File: config.mk
export PLATFORM = sky130hd
export DESIGN_NAME = tilelink_acquire_arbiter
export DESIGN_NICKNAME = d
export VERILOG_FILES = /design/src/rtl/tilelink_acquire_arbiter.sv
export SDC_FILE = /design/constraint.sdc
export NUM_CORES = 1
export LEC_CHECK = 0
export ABC_AREA = 1
export CORE_AREA = 5 5 199 201
export CTS_CLUSTER_DIAMETER = 30
export CTS_CLUSTER_SIZE = 40
export DETAILED_ROUTE_END_ITERATION = 8
export DIE_AREA = 0 0 204 206
export GPL_TIMING_DRIVEN = 0
export RECOVER_POWER = 100
export SYNTH_ARGS = -nofsm -noshare
export SYNTH_HDL_FRONTEND = slang
export SYNTH_SLANG_ARGS = --single-unit
export TNS_END_PERCENT = 5
File: constraint.sdc
create_clock -name clk -period 2.8 [get_ports clk]
set_input_delay 0.28 -clock clk [delete_from_list [all_inputs] [get_ports clk]]
set_output_delay 0.28 -clock clk [all_outputs]
set_load 0.02 [all_outputs]
File: src/rtl/tilelink_acquire_arbiter.sv
// tilelink_acquire_arbiter: shares one TileLink Acquire channel among N clients, locks on uncached write bursts, steers Grants back by index.
// Define TL_ACQ_ARB_FIXED_PRIO_EN for fixed priority (client 0 highest) instead of round-robin.
`ifndef TLAddrBits
`define TLAddrBits 32
`endif
`ifndef TLClientXactIdBits
`define TLClientXactIdBits 4
`endif
`ifndef TLMasterXactIdBits
`define TLMasterXactIdBits 4
`endif
`ifndef TLDataBits
`define TLDataBits 32
`endif
`ifndef acquireTypeWidth
`define acquireTypeWidth 3
`endif
`ifndef TLSubblockBits
`define TLSubblockBits 8
`endif
`ifndef grantTypeWidth
`define grantTypeWidth 4
`endif
`ifndef acquireUncachedWrite
`define acquireUncachedWrite 3'd2
`endif

module tilelink_acquire_arbiter #(
  parameter int N_CLIENTS = 4,
  parameter int IDX_W = $clog2(N_CLIENTS),
  parameter int ADDR_W = `TLAddrBits,
  parameter int CXID_W = `TLClientXactIdBits,
  parameter int MXID_W = `TLMasterXactIdBits,
  parameter int DATA_W = `TLDataBits,
  parameter int BEATS = 4,
  parameter int TYPE_W = `acquireTypeWidth,
  parameter int SUB_W = `TLSubblockBits,
  parameter int GTYPE_W = `grantTypeWidth
) (
  input  logic                        clk,
  input  logic                        reset,
  input  logic [N_CLIENTS-1:0]        c_acq_valid,
  output logic [N_CLIENTS-1:0]        c_acq_ready,
  input  logic [N_CLIENTS*ADDR_W-1:0] c_acq_addr,
  input  logic [N_CLIENTS*CXID_W-1:0] c_acq_cxid,
  input  logic [N_CLIENTS*DATA_W-1:0] c_acq_data,
  input  logic [N_CLIENTS-1:0]        c_acq_uncached,
  input  logic [N_CLIENTS*TYPE_W-1:0] c_acq_type,
  input  logic [N_CLIENTS*SUB_W-1:0]  c_acq_subblock,
  output logic                        m_acq_valid,
  input  logic                        m_acq_ready,
  output logic [ADDR_W-1:0]           m_acq_addr,
  output logic [DATA_W-1:0]           m_acq_data,
  output logic                        m_acq_uncached,
  output logic [TYPE_W-1:0]           m_acq_type,
  output logic [SUB_W-1:0]            m_acq_subblock,
  output logic [CXID_W+IDX_W-1:0]     m_acq_cxid,
  input  logic                        m_gnt_valid,
  output logic                        m_gnt_ready,
  input  logic [CXID_W+IDX_W-1:0]     m_gnt_cxid,
  input  logic [MXID_W-1:0]           m_gnt_mxid,
  input  logic [DATA_W-1:0]           m_gnt_data,
  input  logic [GTYPE_W-1:0]          m_gnt_type,
  output logic [N_CLIENTS-1:0]        c_gnt_valid,
  input  logic [N_CLIENTS-1:0]        c_gnt_ready,
  output logic [CXID_W-1:0]           c_gnt_cxid,
  output logic [MXID_W-1:0]           c_gnt_mxid,
  output logic [DATA_W-1:0]           c_gnt_data,
  output logic [GTYPE_W-1:0]          c_gnt_type
);
  localparam int CNT_W = $clog2(BEATS);
  logic lock_q, lock_d, hold_q, hold_d, found, hs, is_write, last_beat;
  logic [IDX_W-1:0] lock_idx_q, lock_idx_d, hold_idx_q, hold_idx_d, scan_idx, sel, rr_base, gidx;
  logic [CNT_W-1:0] beat_q, beat_d;
  logic [N_CLIENTS-1:0] g_oh;
  always_comb begin
    found = 1'b0;
    scan_idx = '0;
    for (int i = 0; i < N_CLIENTS; i++)
      if (!found && c_acq_valid[IDX_W'((int'(rr_base) + i) % N_CLIENTS)]) begin
        found = 1'b1;
        scan_idx = IDX_W'((int'(rr_base) + i) % N_CLIENTS);
      end
  end
  // A burst owner or a stalled winner keeps the channel; otherwise take the scan result.
  assign sel = lock_q ? lock_idx_q : hold_q ? hold_idx_q : scan_idx;
  assign m_acq_valid = !reset && c_acq_valid[sel];
  assign c_acq_ready = (m_acq_ready && !reset) ? N_CLIENTS'(1) << sel : '0;
  assign m_acq_addr = c_acq_addr[int'(sel)*ADDR_W +: ADDR_W];
  assign m_acq_data = c_acq_data[int'(sel)*DATA_W +: DATA_W];
  assign m_acq_uncached = c_acq_uncached[sel];
  assign m_acq_type = c_acq_type[int'(sel)*TYPE_W +: TYPE_W];
  assign m_acq_subblock = c_acq_subblock[int'(sel)*SUB_W +: SUB_W];
  assign m_acq_cxid = {sel, c_acq_cxid[int'(sel)*CXID_W +: CXID_W]};
  assign hs = m_acq_valid && m_acq_ready;
  assign is_write = m_acq_type == TYPE_W'(`acquireUncachedWrite);
  assign last_beat = beat_q == CNT_W'(BEATS - 1);
  always_comb begin
    lock_d = lock_q;
    lock_idx_d = lock_idx_q;
    beat_d = beat_q;
    hold_d = m_acq_valid && !m_acq_ready && !lock_q;
    hold_idx_d = sel;
    if (hs && lock_q) begin
      beat_d = last_beat ? '0 : beat_q + CNT_W'(1);
      lock_d = !last_beat;
    end else if (hs && is_write) begin
      lock_d = 1'b1;
      lock_idx_d = sel;
      beat_d = CNT_W'(1);
    end
  end
  always_ff @(posedge clk) begin
    if (reset) begin
      lock_q <= 1'b0;
      lock_idx_q <= '0;
      beat_q <= '0;
      hold_q <= 1'b0;
      hold_idx_q <= '0;
    end else begin
      lock_q <= lock_d;
      lock_idx_q <= lock_idx_d;
      beat_q <= beat_d;
      hold_q <= hold_d;
      hold_idx_q <= hold_idx_d;
    end
  end
`ifdef TL_ACQ_ARB_FIXED_PRIO_EN
  assign rr_base = '0;
`else
  logic [IDX_W-1:0] rr_ptr_q, rr_ptr_d;
  assign rr_base = rr_ptr_q;
  // Pointer advances past a single-beat winner, or past the burst owner on its last beat.
  assign rr_ptr_d = (hs && (lock_q ? last_beat : !is_write)) ? IDX_W'((int'(sel) + 1) % N_CLIENTS) : rr_ptr_q;
  always_ff @(posedge clk) begin
    if (reset) rr_ptr_q <= '0;
    else rr_ptr_q <= rr_ptr_d;
  end
`endif
  // An out-of-range index yields an empty one-hot, so the beat is sunk.
  assign gidx = m_gnt_cxid[CXID_W+IDX_W-1:CXID_W];
  assign g_oh = N_CLIENTS'(1) << gidx;
  assign c_gnt_valid = (m_gnt_valid && !reset) ? g_oh : '0;
  assign m_gnt_ready = !reset && ((|g_oh) ? |(c_gnt_ready & g_oh) : 1'b1);
  assign c_gnt_cxid = m_gnt_cxid[CXID_W-1:0];
  assign c_gnt_mxid = m_gnt_mxid;
  assign c_gnt_data = m_gnt_data;
  assign c_gnt_type = m_gnt_type;
endmodule

==> results of run 1 <==
## layer usage
metal | track usage | wire length (µm) | vias up
li1 | - | - | 3250
met1 | 0.1584 | 12660 | 3232
met2 | 0.2541 | 16890 | 362
met3 | 0.02997 | 2476 | 50
met4 | 0.04379 | 1078 | 2
met5 | 0 | 13 | -
## tightest hold or removal path: stages, from the launching register on
cell and delay (ns):
dfxtp_1 0.30, nand3_1 0.08, a21oi_1 0.05
## metrics by stage
step                hold slack [ns]  instances  utilization  instance area [µm²]
floorplan                    0.3491        671            -                 3592
global placement             0.4745       1651       0.2387                 8926
detailed placement           0.4898       1651       0.2387                 8926
CTS                          0.4982       1664       0.2492                 9321
global route                 0.5170       1674       0.2681                10030
finish                       0.4878       1674       0.2681                10030
## how the worst min path moves through the flow
stage / start / to / slack, ns / depth (start not counted)
finish: beat_q[1]$_SDFFE_PP0P_ / beat_q[1]$_SDFFE_PP0P_ / 0.49 / 2
global route: beat_q[1]$_SDFFE_PP0P_ / beat_q[1]$_SDFFE_PP0P_ / 0.52 / 2
CTS: beat_q[1]$_SDFFE_PP0P_ / beat_q[1]$_SDFFE_PP0P_ / 0.50 / 2
detailed placement: lock_idx_q[1]$_SDFFE_PP0P_ / lock_idx_q[1]$_SDFFE_PP0P_ / 0.49 / 2
global placement: lock_idx_q[1]$_SDFFE_PP0P_ / lock_idx_q[1]$_SDFFE_PP0P_ / 0.47 / 2
floorplan: reset / beat_q[1]$_SDFFE_PP0P_ / 0.35 / 1
## layout by cell type (no fill, tap or decap), drive strengths merged
cell           instances
clkdlybuf4s50        334
nor2                 253
buf                  180
o21ai                 80
o32ai                 77
nand2                 65
dlygate4sd3           44
nand3                 32
inv                   31
clkbuf                24
dfxtp                 10
a21oi                  9
dlygate4sd2            5
ha                     5
nor3                   4
diode                  2
nand3b                 2
clkinv                 2
nand4                  1
a41oi                  1
nor4                   1
clkdlybuf4s15          1
## flip-flops by register name, summed over array words and instances, names as in the netlist
register    cells
hold_idx_q      2
hold_q          1
beat_q          2
rr_base         2
lock_q          1
lock_idx_q      2
## kinds of logic after synthesis
group,after synthesis,synth area share
simple gates,358,0.4061
compound gates,167,0.3152
buf+inv,131,0.2055
flops,10,0.05573
fa+ha+maj,5,0.01742
## cell type report
cell class,instances,area [µm²]
fillers,4132,27370
repair buffers,489,4671
multi-input cells,530,3311
plain buffers,95,955.9
well taps,511,639.4
flip-flops and latches,10,207.7
inverters,33,148.9
clock buffers,4,88.84
diodes,2,5.005
## repair_timing
item | 4_1_cts | 5_1_grt
gates resized for setup | 585 | 200
hold endpoints to repair | 0 | 0
gates cloned | 2 | 2
pin swaps | 8 | 45
setup endpoints to repair | 88 | 87
buffers inserted | 7 | 9
==> results.cfg, run 1 <==
[run_status]
status = finished, violations left
violations = negative setup slack

[setup_path]
crit_path_max_fanout = 10
path_cells = buf_8 > nand2_4 > nand2_4 > nand2_2 > nand2_2 > nand2_2 > inv_2 > nand2_2 > nand3_2 > nand2_2 > nand2_2 > nand2_4 > nand2_8 > buf_12 > buf_8 > clkbuf_8 > o21ai_0 > o32ai_1 > buf_2
crit_top_cell = nand2_2
critPathKind = reg2out
crit_start = rr_base[0]$_SDFFE_PP0P_
crit_path_top_delay_cell = dfxtp_4
required_ns = 2.52
end_kind = output port
critical_path.top_delay_family = buffers and inverters
reg2reg_slack_ns = 0.30
reg2regPathDepth = 21
r2r_end = rr_base[1]$_SDFFE_PP0P_
worst-path-stages = 19
path_buf_inv = 6
crit_path_end = m_acq_addr[4]
r2r-start = rr_base[0]$_SDFFE_PP0P_
cp_data_arrival_time_ns = 2.70
cp-start-kind = flop
cpPeakStageDelay_ns = 0.36

[synthesis]
synth_edf_count = 0
synthArstFlopShare = 0
synthTopCellsByArea = nor2_1, o32ai_1, buf_4
syn_avg_cell_area_um2 = 5.353
synth_common_cells = nor2_1, o21ai_0, o32ai_1, buf_4, nand2_1
synthesis.nets = 1054
ys_ff_latch = 10
synthDistinctLibCells = 28
synthCells = 671
synth_flop_cell = dfxtp_1
synth_top_area_frac = 0.2602
ys_seq_area_frac = 0.05573
ys.warnings.count = 0
synth_most_common_cell = nor2_1
synth_largest_area_cell = nor2_1
syn_area_um2 = 3592

[floorplanning]
io_pins = 514
fp.dieW_um = 204
die_y_um = 206
rows = 71
core_um2 = 37400
dieArea_um2 = 42020
initial_utilization = 0.09605

[cells_and_area]
area_delta_synth_final_pct = 179.1
drive_gt1_frac = 0.2903
nets = 1545

[place]
dp_slack_ns = -1.839
io_buffers = 469
dpl.hpwl_mm = 26.71
gp_congestion = 0.9123

[clock_tree]
cts_sinks = 10
cts_tree = done
cts_hold_buf = 0
cts_max_path_buffers = 2
cts_root_buf = clkbuf_16
htreeDepth = 1
path_clk_slew_ns = 0.04
cts_buffers = 3
clkLatencyLatePin_ns = 0.24

[sta]
fmax_ghz = 0.3353
relSlewSlack = 0.6831
setup_violations = 75
fin_crit_ns = 2.983
skew_ns = 0.002923
hold_viol = 0
slew_violations = 0
finalCritPeriodShare = 1.065
tns_ns = -5.829
setup_ws_ns = -0.1828
tightest_slew_ns = 0.4738
rsz0062_at_grt = yes

[drt]
viasPerCell = 4.119
wirelength_mm = 33.12
drt-initial-drc-count = 342
dr_total_vias = 6896
drc = 0
first_pass_iters = 4
avgRoutedWirePerCell_um = 19.78
ant_nets = 0

[grt]
grt_pass1_vias = 7232
grt_start_max_net_pins = 13
grt-ovfl-total = 0
grt_use_total = 0.1377
antenna_found_initial = 3
grt_pass1_wl_mm = 44.49

[worst_hold_path]
hold_class = reg2reg

[run]
maxCapViolCount = 0
Power of run 1 is not shown: default switching activity piles up to over one toggle a cycle in this logic, so the estimate is an artifact.
==> inputs of run 2 (changes only) <==
CTS_CLUSTER_DIAMETER = default   (was 30)
CTS_CLUSTER_SIZE = 16   (was 40)
==> results of run 2 <==
Final layout, timing and power as in run 1 (identical DEF).
Power of run 2 is left out for the same reason.
==> inputs of run 3 (changes only) <==
ABC_CLOCK_PERIOD_IN_PS = 3050   (was default)
clock period = 3.05 ns   (was 2.8 ns; I/O delays follow)
==> results.cfg, run 3 (synthesis gave the netlist of run 1 again) <==
[cells_and_area]
drive_gt1_frac = 0.2556
instances_no_fill = 1671
area_delta_synth_final_pct = 169.9
mostFrequentLayoutCells = clkdlybuf4s50_1, nor2_1, buf_4
nets = 1542
fin_area_um2 = 9697
post-route-util = 0.2593
n_fill_cell = 4190
final_common_cell = clkdlybuf4s50_1

[floorplanning]
initial_utilization = 0.09605
dieArea_um2 = 42020
fp.dieW_um = 204
rows = 71
die_y_um = 206
io_pins = 514
core_um2 = 37400

[clock_tree]
cts_root_buf = clkbuf_16
path_clk_slew_ns = 0.04
cts_tree = done
htreeDepth = 1
cts_max_path_buffers = 2
cts_buffers = 3
clkLatencyLatePin_ns = 0.24
cts_hold_buf = 0
cts_sinks = 10

[place]
dpl.hpwl_mm = 26.71
gp_congestion = 0.9123
place_area_um2 = 8926
io_buffers = 469
dp_cells = 1651

[drt]
wirelength_mm = 32.77
ant_nets = 0
dr_total_vias = 6917
drt-initial-drc-count = 287
viasPerCell = 4.139
drc = 0
avgRoutedWirePerCell_um = 19.61
first_pass_iters = 4

[sta]
finalCritPeriodShare = 0.9891
relSlewSlack = 0.7010
slew_violations = 0
fmax_ghz = 0.3315
rsz0062_at_grt = yes
fin_crit_ns = 3.017
tightest_slew_ns = 0.4470
setup_violations = 0
hold-worst-slack_ns = 0.4891
skew_ns = 0.002895
hold_viol = 0

[setup_path]
crit_path_max_fanout = 10
cp-start-kind = flop
reg2reg_slack_ns = 0.46
reg2regPathDepth = 19
crit_top_cell = nand2_2
crit_path_end = m_acq_data[20]
r2r-start = rr_base[0]$_SDFFE_PP0P_
path_cells = buf_4 > nand2_1 > nand2_2 > nand2_2 > nand2_2 > o21ai_2 > nand3_1 > nand2_1 > nand2_2 > nand2_4 > nand2_4 > buf_12 > clkinv_8 > buf_16 > buf_12 > nor2_1 > o32ai_2 > buf_4
cp_data_arrival_time_ns = 2.71
crit_path_top_delay_cell = o32ai_2
end_kind = output port
cpPeakStageDelay_ns = 0.38
required_ns = 2.74
r2r_end = rr_base[1]$_SDFFE_PP0P_
critPathKind = reg2out
crit_start = rr_base[0]$_SDFFE_PP0P_

[grt]
grt_pass1_vias = 7165
grt_start_max_net_pins = 13
antenna_found_initial = 3
grt_pass1_wl_mm = 43.77
grt_use_total = 0.1354
grt-ovfl-total = 0

[run]
maxCapViolCount = 0

[run_status]
status = complete, no violations

[worst_hold_path]
hold_class = reg2reg
## run 3: cell count changes in the layout (fill, tap and decap cells not counted), sizes merged
cell	before	now
clkbuf	24	23
dlygate4sd3	44	49
dlygate4sd2	5	6
buf	180	174
dlymetal6s2s	0	3
clkdlybuf4s50	334	329
## run 3: how the worst min path moves through the flow
stage                                     from                          to  slack (ns)  cells past startpoint
detailed placement  lock_idx_q[1]$_SDFFE_PP0P_  lock_idx_q[1]$_SDFFE_PP0P_        0.49                      2
finish                  beat_q[1]$_SDFFE_PP0P_      beat_q[1]$_SDFFE_PP0P_        0.49                      2
global placement    lock_idx_q[1]$_SDFFE_PP0P_  lock_idx_q[1]$_SDFFE_PP0P_        0.47                      2
floorplan                                reset      beat_q[1]$_SDFFE_PP0P_        0.37                      1
CTS                     beat_q[1]$_SDFFE_PP0P_      beat_q[1]$_SDFFE_PP0P_        0.50                      2
global route            beat_q[1]$_SDFFE_PP0P_      beat_q[1]$_SDFFE_PP0P_        0.52                      2
## run 3: what timing repair did
item / 4_1_cts / 5_1_grt
setup endpoints to repair: 88 / 85
pin swaps: 3 / 29
setup buffers: 4 / 4
resized for setup: 511 / 164
cloned: 1 / 5
## run 3: layer usage
layer	wire [µm]	GRT usage	share of wire
met1	12640	0.1549	0.39
met2	16620	0.2499	0.51
met3	2411	0.02871	0.074
met4	1077	0.04570	0.033
met5	20	0	0.00061
## run 3: cell type report
class	instances	area, µm²	share of cell area
Antenna cell	2	5.005	0.0005161
Timing Repair Buffer	483	4603	0.4747
Buffer	98	929.6	0.09587
Sequential cell	10	207.7	0.02142
Clock buffer	4	88.84	0.009161
Inverter	33	138.9	0.01432
Multi-Input combinational cell	530	3084	0.3181
Tap cell	511	639.4	0.06594
## run 3: critical path: cells and delay by family, from the launching register on
family	cells	cell delay, ns
AOI/OAI and AO/OA	2	0.50
buffers and inverters	6	0.89
and+or+nand+nor	10	0.71
DFF	1	0.35
## run 3: metrics by stage
step	TNS [ns]	worst slack, ns
after floorplan	0	0.4178
after global placement	-87.47	-1.590
after detailed placement	-89.63	-1.639
after CTS	-0.6276	-0.09427
after global routing	-3.854	-0.1591
final	0	0.03319
Power of run 3 is left out for the same reason.
